<file path="src/rtl/uart_tx_pkg.sv">
// uart_tx_pkg
// Shared definitions for the UART transmit feeder: byte width, default FIFO
// address width and the launch FSM state encoding.
package uart_tx_pkg;

    localparam int BYTE_W         = 8;
    localparam int DEFAULT_ADDR_W = 4;

    typedef enum logic [1:0] {
        S_IDLE    = 2'd0,
        S_LAUNCH  = 2'd1,
        S_SEND    = 2'd2,
        S_RELEASE = 2'd3
    } tx_state_e;

endpackage

</file>
<file path="src/rtl/tx_byte_fifo.sv">
// tx_byte_fifo
// Synchronous byte FIFO with occupancy count, full/empty flags derived from the
// registered count, sticky overflow and a combinational head read.
//
// Ports:
//   tx_clk      in   clock
//   reset_n     in   asynchronous active-low reset
//   wr_en_i     in   write strobe (ignored while full, flags overflow instead)
//   wr_data_i   in   byte to write
//   rd_en_i     in   pop strobe (ignored while empty)
//   ovf_clr_i   in   clears sticky overflow
//   head_o      out  byte at the read pointer
//   count_o     out  entries stored
//   full_o      out  count == depth
//   empty_o     out  count == 0
//   overflow_o  out  sticky: a write was dropped while full
module tx_byte_fifo
    import uart_tx_pkg::*;
#(
    parameter int ADDR_W = DEFAULT_ADDR_W
) (
    input  logic              tx_clk,
    input  logic              reset_n,
    input  logic              wr_en_i,
    input  logic [BYTE_W-1:0] wr_data_i,
    input  logic              rd_en_i,
    input  logic              ovf_clr_i,
    output logic [BYTE_W-1:0] head_o,
    output logic [ADDR_W:0]   count_o,
    output logic              full_o,
    output logic              empty_o,
    output logic              overflow_o
);

    localparam int DEPTH = 2 ** ADDR_W;

    logic [BYTE_W-1:0] mem_q [DEPTH];
    logic [ADDR_W-1:0] wr_ptr_q, wr_ptr_d;
    logic [ADDR_W-1:0] rd_ptr_q, rd_ptr_d;
    logic [ADDR_W:0]   count_q, count_d;
    logic              overflow_q, overflow_d;
    logic              push;
    logic              pop;

    assign full_o     = (count_q == (ADDR_W+1)'(DEPTH));
    assign empty_o    = (count_q == '0);
    assign count_o    = count_q;
    assign head_o     = mem_q[rd_ptr_q];
    assign overflow_o = overflow_q;

    // Flags come from the registered count, so a byte written into an empty
    // FIFO cannot be popped until the following cycle.
    assign push = wr_en_i && !full_o;
    assign pop  = rd_en_i && !empty_o;

    always_comb begin
        wr_ptr_d = push ? wr_ptr_q + 1'b1 : wr_ptr_q;
        rd_ptr_d = pop  ? rd_ptr_q + 1'b1 : rd_ptr_q;

        count_d = count_q;
        if (push && !pop) begin
            count_d = count_q + 1'b1;
        end else if (pop && !push) begin
            count_d = count_q - 1'b1;
        end

        // A drop in the same cycle as a clear must stay visible.
        overflow_d = overflow_q;
        if (wr_en_i && full_o) begin
            overflow_d = 1'b1;
        end else if (ovf_clr_i) begin
            overflow_d = 1'b0;
        end
    end

    always_ff @(posedge tx_clk or negedge reset_n) begin
        if (!reset_n) begin
            wr_ptr_q   <= '0;
            rd_ptr_q   <= '0;
            count_q    <= '0;
            overflow_q <= 1'b0;
        end else begin
            wr_ptr_q   <= wr_ptr_d;
            rd_ptr_q   <= rd_ptr_d;
            count_q    <= count_d;
            overflow_q <= overflow_d;
        end
    end

    always_ff @(posedge tx_clk) begin
        if (push) begin
            mem_q[wr_ptr_q] <= wr_data_i;
        end
    end

endmodule

</file>
<file path="src/rtl/uart_tx_feeder.sv">
// uart_tx_feeder
// Buffers host bytes and feeds them to the UART bit-serial transmitter, chaining
// frames back-to-back while data remains and releasing the transmitter when the
// buffer drains or launching is disabled.
//
// Ports:
//   tx_clk               in   bit-rate clock shared with the transmitter
//   reset_n              in   asynchronous active-low reset
//   wr_en / wr_data      in   host byte write
//   tx_enable            in   allows new frames to be launched
//   overflow_clr         in   clears sticky overflow
//   tx_complete_flag     in   transmitter finished stop bit, waiting
//   tx_busy              in   transmitter frame in progress
//   tx_data              out  byte being sent, held for the whole frame
//   tx_start             out  launch request
//   tx_complete_del_flag out  returns the transmitter to idle
//   fifo_full/empty/count out buffer status (count excludes tx_data)
//   frame_done           out  one-cycle pulse per completed frame
//   overflow             out  sticky dropped-write flag
//
// Launch FSM:
//   state     | meaning
//   S_IDLE    | transmitter idle, waiting for data and enable
//   S_LAUNCH  | tx_start held until transmitter leaves its start state
//   S_SEND    | frame on the line, waiting for tx_complete_flag
//   S_RELEASE | tx_complete_del_flag held until transmitter drops busy
module uart_tx_feeder
    import uart_tx_pkg::*;
#(
    parameter int ADDR_W = DEFAULT_ADDR_W
) (
    input  logic              tx_clk,
    input  logic              reset_n,
    input  logic              wr_en,
    input  logic [BYTE_W-1:0] wr_data,
    input  logic              tx_enable,
    input  logic              overflow_clr,
    input  logic              tx_complete_flag,
    input  logic              tx_busy,
    output logic [BYTE_W-1:0] tx_data,
    output logic              tx_start,
    output logic              tx_complete_del_flag,
    output logic              fifo_full,
    output logic              fifo_empty,
    output logic [ADDR_W:0]   fifo_count,
    output logic              frame_done,
    output logic              overflow
);

    tx_state_e         state_q, state_d;
    logic [BYTE_W-1:0] tx_data_q, tx_data_d;
    logic              tx_start_q, tx_start_d;
    logic              del_q, del_d;
    logic              frame_done_q, frame_done_d;
    logic              pop;
    logic [BYTE_W-1:0] head;
    logic              launch_ok;
    logic              xmit_started;

    tx_byte_fifo #(
        .ADDR_W (ADDR_W)
    ) u_fifo (
        .tx_clk     (tx_clk),
        .reset_n    (reset_n),
        .wr_en_i    (wr_en),
        .wr_data_i  (wr_data),
        .rd_en_i    (pop),
        .ovf_clr_i  (overflow_clr),
        .head_o     (head),
        .count_o    (fifo_count),
        .full_o     (fifo_full),
        .empty_o    (fifo_empty),
        .overflow_o (overflow)
    );

    assign launch_ok = tx_enable && !fifo_empty;
    // Busy without complete means the transmitter has accepted the start,
    // whether it came from idle or straight out of a previous stop bit.
    assign xmit_started = tx_busy && !tx_complete_flag;

    assign tx_data              = tx_data_q;
    assign tx_start             = tx_start_q;
    assign tx_complete_del_flag = del_q;
    assign frame_done           = frame_done_q;

    always_ff @(posedge tx_clk or negedge reset_n) begin
        if (!reset_n) begin
            state_q      <= S_IDLE;
            tx_data_q    <= '0;
            tx_start_q   <= 1'b0;
            del_q        <= 1'b0;
            frame_done_q <= 1'b0;
        end else begin
            state_q      <= state_d;
            tx_data_q    <= tx_data_d;
            tx_start_q   <= tx_start_d;
            del_q        <= del_d;
            frame_done_q <= frame_done_d;
        end
    end

    always_comb begin
        state_d = state_q;
        unique case (state_q)
            S_IDLE: begin
                if (tx_complete_flag) begin
                    state_d = S_RELEASE;
                end else if (launch_ok && !tx_busy) begin
                    state_d = S_LAUNCH;
                end
            end
            S_LAUNCH: begin
                if (xmit_started) begin
                    state_d = S_SEND;
                end
            end
            S_SEND: begin
                if (tx_complete_flag) begin
                    state_d = launch_ok ? S_LAUNCH : S_RELEASE;
                end
            end
            S_RELEASE: begin
                if (!tx_busy) begin
                    state_d = S_IDLE;
                end
            end
            default: state_d = S_IDLE;
        endcase
    end

    always_comb begin
        tx_data_d    = tx_data_q;
        tx_start_d   = tx_start_q;
        del_d        = del_q;
        frame_done_d = 1'b0;
        pop          = 1'b0;
        unique case (state_q)
            S_IDLE: begin
                tx_start_d = 1'b0;
                del_d      = 1'b0;
                // A transmitter left waiting (e.g. reset skew) is released first.
                if (tx_complete_flag) begin
                    del_d = 1'b1;
                end else if (launch_ok && !tx_busy) begin
                    pop        = 1'b1;
                    tx_data_d  = head;
                    tx_start_d = 1'b1;
                end
            end
            S_LAUNCH: begin
                if (xmit_started) begin
                    tx_start_d = 1'b0;
                end
            end
            S_SEND: begin
                if (tx_complete_flag) begin
                    frame_done_d = 1'b1;
                    if (launch_ok) begin
                        pop        = 1'b1;
                        tx_data_d  = head;
                        tx_start_d = 1'b1;
                    end else begin
                        del_d = 1'b1;
                    end
                end
            end
            S_RELEASE: begin
                if (!tx_busy) begin
                    del_d = 1'b0;
                end
            end
            default: begin
                tx_start_d = 1'b0;
                del_d      = 1'b0;
            end
        endcase
    end

endmodule

</file>
<file path="config.mk">
export PLATFORM = sky130hd
export DESIGN_NAME = uart_tx_feeder
export DESIGN_NICKNAME = d
export VERILOG_FILES = /design/src/rtl/uart_tx_pkg.sv /design/src/rtl/tx_byte_fifo.sv /design/src/rtl/uart_tx_feeder.sv
export SDC_FILE = /design/constraint.sdc
export NUM_CORES = 1
export LEC_CHECK = 0
export CAP_MARGIN = 5
export CORE_MARGIN = 2
export CORE_UTILIZATION = 30
export CTS_BUF_LIST = sky130_fd_sc_hd__clkbuf_8
export CTS_CLUSTER_DIAMETER = 150
export DETAILED_ROUTE_END_ITERATION = 10
export HOLD_SLACK_MARGIN = 0.08
export PLACE_DENSITY_LB_ADDON = 0.15
export REMOVE_ABC_BUFFERS = 1
export SLEW_MARGIN = 20
export SYNTH_ARGS = -nofsm -noshare
export SYNTH_HDL_FRONTEND = slang
export SYNTH_SLANG_ARGS = --single-unit
</file>
<file path="constraint.sdc">
create_clock -name tx_clk -period 3.5 [get_ports tx_clk]
set_input_delay 0.525 -clock tx_clk [delete_from_list [all_inputs] [get_ports tx_clk]]
set_output_delay 0.525 -clock tx_clk [all_outputs]
set_load 0.02 [all_outputs]
</file>
## Word level (Yosys, flattened, before mapping)

Memories as Yosys holds them, arrays and structs flattened.
Cells that the tools add are included.

- Muxes and demuxes: 33
- Reduce and logical (&&, ||, !) cells: 25
- Equal/unequal tests: 12
- Add/sub/neg operators: 4

Operator list:

| kind | number |
|---|---|
| $mux 8 | 4 |
| $mux 1 | 16 |
| $pmux 8 s2 | 1 |
| $ne 2x2->1 const B | 7 |
| $mux 2 | 6 |
| $reduce_and 4->1 | 3 |
| $mux 5 | 2 |
| $add 4x1->4 const B | 2 |
| $logic_and 1x1->1 | 8 |
| $pmux 2 s4 | 1 |
| $logic_not 1->1 | 6 |
| $pmux 1 s3 | 2 |
| $reduce_bool 2->1 | 3 |
| $reduce_bool 3->1 | 2 |
| $add 5x1->5 const B | 1 |
| $eq 5x5->1 const B | 1 |
| $logic_not 5->1 | 1 |
| $reduce_and 5->1 | 1 |
| $sub 5x1->5 const B | 1 |
| $eq 2x2->1 const B | 2 |
| $ne 3x3->1 const B | 1 |
| $eq 2x1->1 const B | 1 |
| $logic_not 2->1 | 1 |
| $pmux 1 s2 | 1 |

- Register bits after elaboration: 27
- Memories kept: 1
- Bits in writable memories: 128
- Output and inout port bits: 19
- Bits of input ports: 15
- Word-level logic and storage cells: 84

Memory list:

| name | depth | bits a word | rd ports | clocked after Yosys merged registers in | wr ports | line | source |
|---|---|---|---|---|---|---|---|
| u_fifo.mem_q | 16 | 8 | 1 | 0 | 1 | tx_byte_fifo.sv:37 | `logic [BYTE_W-1:0] mem_q [DEPTH];` |

## Logic depth before layout (Yosys ltp)

- Word-level depth: 11
- Mapped depth: 11
- Mapped depth without buffers: 11

## Hierarchy

A second synthesis with hierarchy kept.

- Cells, all modules: 384
- Area, all modules: 6,576.3 µm²

Modules (own cells, without submodules):

| module | instances | sequential area each (µm²) | cells an instance | area an instance (µm²) |
|---|---|---|---|---|
| tx_byte_fifo | 1 | 4,194.0 | 325 | 5,854.4 |
| uart_tx_feeder | 1 | 325.3 | 59 | 721.9 |

## Worst setup path after synthesis

Ideal clock, no wire load.

- Path type: register to register
- Start: register u_fifo.count_q[1], in the netlist u_fifo.count_o[1]
- End: register u_fifo.count_q[4], in the netlist u_fifo.count_o[4]
- Clock period less this slack: 2,807 ps
- Data required time: 3,367 ps
- Setup slack: 693 ps
- Arrival: 2,674 ps
- Stages on the path, launching flop included: 10
- Buffers on the path: 0
- Library setup time: 133 ps
- Cell sequence: dfrtp_1 > or4_4 > o221ai_2 > ha_1 > inv_1 > fa_1 > a21o_1 > a21oi_1 > mux2i_1 > xnor2_1

- Longest elaborated chain between the ends: 11
- Elaborated cells on any way between the ends: 22
- Classes of those cells: add/sub (2); eq/ne (1); mux (7); reduce/logical (12)

Ends and longest elaborated chain:

| what | line | source |
|---|---|---|
| start, declared | tx_byte_fifo.sv:40 | `logic [ADDR_W:0] count_q, count_d;` |
| start signal, assigned | tx_byte_fifo.sv:85 | `count_q <= count_d;` |
| $logic_not 5->1 | tx_byte_fifo.sv:46 | `assign empty_o = (count_q == '0);` |
| $logic_not 1->1 | tx_byte_fifo.sv:54, uart_tx_feeder.sv:76 |  |
| $logic_and 1x1->1 | uart_tx_feeder.sv:76 | `assign launch_ok = tx_enable && !fifo_empty;` |
| $logic_and 1x1->1 | uart_tx_feeder.sv:144 | `end else if (launch_ok && !tx_busy) begin` |
| $mux 1 | uart_tx_feeder.sv:144 |  |
| $mux 1 | uart_tx_feeder.sv:142 | `if (tx_complete_flag) begin` |
| $pmux 1 s2 | uart_tx_feeder.sv:137 | `unique case (state_q)` |
| $logic_and 1x1->1 | tx_byte_fifo.sv:54 | `assign pop = rd_en_i && !empty_o;` |
| $logic_not 1->1 | tx_byte_fifo.sv:61 | `if (push && !pop) begin` |
| $logic_and 1x1->1 | tx_byte_fifo.sv:61 |  |
| $mux 5 / $reduce_bool 2->1 (equally long branches) | -- |  |

Parallel ways exist; a longest one is shown, timed or not. The select of a mux whose other input is x is not followed.
A chain may end at the register's enable or synchronous reset.

## Final worst setup path

- Start: register u_fifo.count_q[0], in the netlist u_fifo.count_o[0]
- End: register u_fifo.count_q[4], in the netlist u_fifo.count_o[4]

Same word-level chain as after synthesis.

==> reports/qor.yml <==
critPathLaunchType: "flip-flop"
clock_sinks: 155
overflow: 0
multi_input_area_mm2: 0.00177
synth-warning-count: 0
cts-root-buf: "clkbuf_8"
maxSlewViolCount: 0
clk_latency_ns: 0.45
yosysTopAreaCell: "edfxtp_1"
synth_top_area_share_pct: 60.2
final.setup_skew_ns: 0.0161
required_ns: 3.87
grt_max_degree: 22
synth_top_family_by_area: "multiplexers"
synth_compound_area_share_pct: 3.74
die_w_um: 150
ys_ff_latch: 155
layout.nets: 442
worst_pin_slew_ns: 1.01
yosys.area_share.adder_pct: 3.06
track_usage_pct: 12.9
numPortBuffers: 33
p_per_area_mw_per_mm2: 785
wl_mm: 13.6
hold_class: "reg2reg"
cts_tree: "built"
total_power_w: 0.00599
wl_per_cell_um: 19.4
period_minus_slack_ns: 2.91
gp_congestion: 0.764
dieArea_mm2: 0.0225
antenna_cells: 0
syn_avg_cell_area_um2: 18.2
dpl.hpwl_mm: 8.87
period_share_pct: 83.3
relSlewSlack_pct: 32.5
final_area_mm2: 0.00763
critPathArrivalTime_ns: 3.29
drive_above_1_share_pct: 22.8
postCtsSetupRepairBufs: 0
antenna_found_initial: 0
path_class: "reg2reg"
place_area_mm2: 0.00719
synth.distinct_cells: 40
die_y_um: 150
netlist_instances: 351
first_global_vias: 3396
via_per_inst: 4.69
synth-xor-area-share_pct: 1.37
ys_seq_area_share_pct: 70.8
first_pass_iters: 4
yosys-top-cells-area: "edfxtp_1, mux4_2, dfrtp_1"
synth_area_mm2: 0.00638
fp-row-count: 53
muxShareOfSynthArea_pct: 15.0
outcome: "finished, final reports clean"
core_area_mm2: 0.0210
path_clk_slew_ns: 0.09
fmax_mhz: 343
initial_core_util_pct: 30.5
ctsHoldBuffers: 0
cap_violations: 0
cts_max_level: 4
worst-path-max-fanout: 6
dr_total_vias: 3283
ir_drop_mv: 0.332
setup_viol: 0
fin_ws_ns: 0.585
fill_cells: 1996
utilization_pct: 36.4
p_leak_nw: 2.64
io_pins: 34
drc: 0
final_hold_viol_count: 0
tns_ns: 0
grt_pass1_wl_mm: 20.5
rsz0062_at_grt: "no"
detailedPlace.worstSlack_ns: 0.309
synth-simple-area-share_pct: 4.53
cts_resized: 0
cts_buffers: 17
endpoint_kind: "flip-flop"
clockBufferDepth: 2
ant_nets: 0
drt_iter0_markers: 184
synthToLayoutAreaGrowth_pct: 19.5
seqCellArea_mm2: 0.00452
==> final timing paths <==
| path | to | cells past startpoint | slack (ns) | from |
|---|---|---|---|---|
| max | u_fifo.count_o[4] | 9 | 0.59 | u_fifo.count_o[0] |
| min | tx_data[1] | 2 | 0.50 | tx_data[1] |
| max reg2reg | u_fifo.count_o[4] | 9 | 0.59 | u_fifo.count_o[0] |
| min reg2reg | tx_data[1] | 2 | 0.50 | tx_data[1] |
| max in group asynchronous | u_fifo.wr_ptr_q[2] | 2 | 2.21 | reset_n |
| min in group asynchronous | frame_done | 1 | 0.59 | reset_n |
==> registers in the layout, summed over array words and instances, names as in the netlist, 2 cells and up <==
name	count
u_fifo.wr_ptr_q	4
u_fifo.rd_ptr_q	4
u_fifo.count_o	5
state_q	2
tx_data	8
u_fifo.mem_q	128
==> stage by stage <==
stage | instances | hold WS (ns)
after floorplan | 336 | 0.229
after global placement | 668 | 0.469
after detailed placement | 668 | 0.485
after CTS | 700 | 0.507
after global routing | 700 | 0.531
final | 700 | 0.502
==> worst max-delay path: stages, from the launching register on <==
cell and delay [ns]:
dfrtp_1 0.47, or4_4 0.59, o221ai_2 0.32, ha_1 0.23
inv_1 0.11, fa_1 0.42, a21o_1 0.17, a21oi_1 0.18
mux2i_1 0.23, xnor2_1 0.13
==> power breakdown <==
| group | switching, W | internal (W) |
|---|---|---|
| clock network | 0.000751 | 0.000738 |
| registers | 0.000284 | 0.00229 |
| logic | 0.000958 | 0.000962 |
| total | 0.00199 | 0.00399 |
==> cells in the mapped netlist (all sizes together) <==
library cell,number
xnor2,7
ha,14
a211oi,2
clkbuf,8
nor3,5
nor4b,1
a21oi,4
and2,2
dfrtp,27
nand4,1
nor2,22
a31oi,1
a21boi,1
xor2,3
edfxtp,128
nor3b,1
o21a,1
nand2b,4
o21ai,4
nand3,2
a21o,3
mux2i,19
mux2,4
mux4,32
o221ai,11
a22o,2
nand3b,1
nand2,19
inv,9
buf,7
and3b,1
or2,1
o211ai,1
or4,1
nor4,1
fa,1
==> cells in the final DEF (no fill, tap or decap), drive strengths merged, types with 5 or more instances in the layout <==
cell type / count
ha: 14
dfrtp: 27
clkdlybuf4s50: 33
edfxtp: 128
xnor2: 7
o221ai: 11
nor3: 5
buf: 24
clkinv: 5
mux2i: 19
clkbuf: 17
mux4: 32
inv: 15
nand2: 19
nor2: 22
==> per-layer routing <==
metal / track usage, % / routed length (um) / up-vias
met1: 16.5 / 6040 / 1698
met3: 3.41 / 704 / 8
met2: 21.4 / 6720 / 68
met5: 0 / 0 / -
li1: - / - / 1509
met4: 3.92 / 129 / 0
==> area by class of cell <==
cell class / count / area share, %
clock buffer: 17 / 3.07
timing repair buffer: 57 / 6.85
tap: 275 / 4.51
clock inverter: 15 / 2.74
inverter: 9 / 0.443
sequential: 155 / 59.2
multi-input combinational: 172 / 23.2
==> cells by family (layout without fill, tap and decap cells) <==
| kind of cell | after synthesis | in the layout |
|---|---|---|
| multiplexers | 55 | 55 |
| AO/OA/AOI/OAI | 30 | 30 |
| buffers and inverters | 24 | 98 |
| adder cells (fa/ha/maj) | 15 | 15 |
| XOR/XNOR | 10 | 10 |
| AND/OR/NAND/NOR | 62 | 62 |
| flip-flops | 155 | 155 |
No activity file was read; power rests on OpenSTA's default activity.
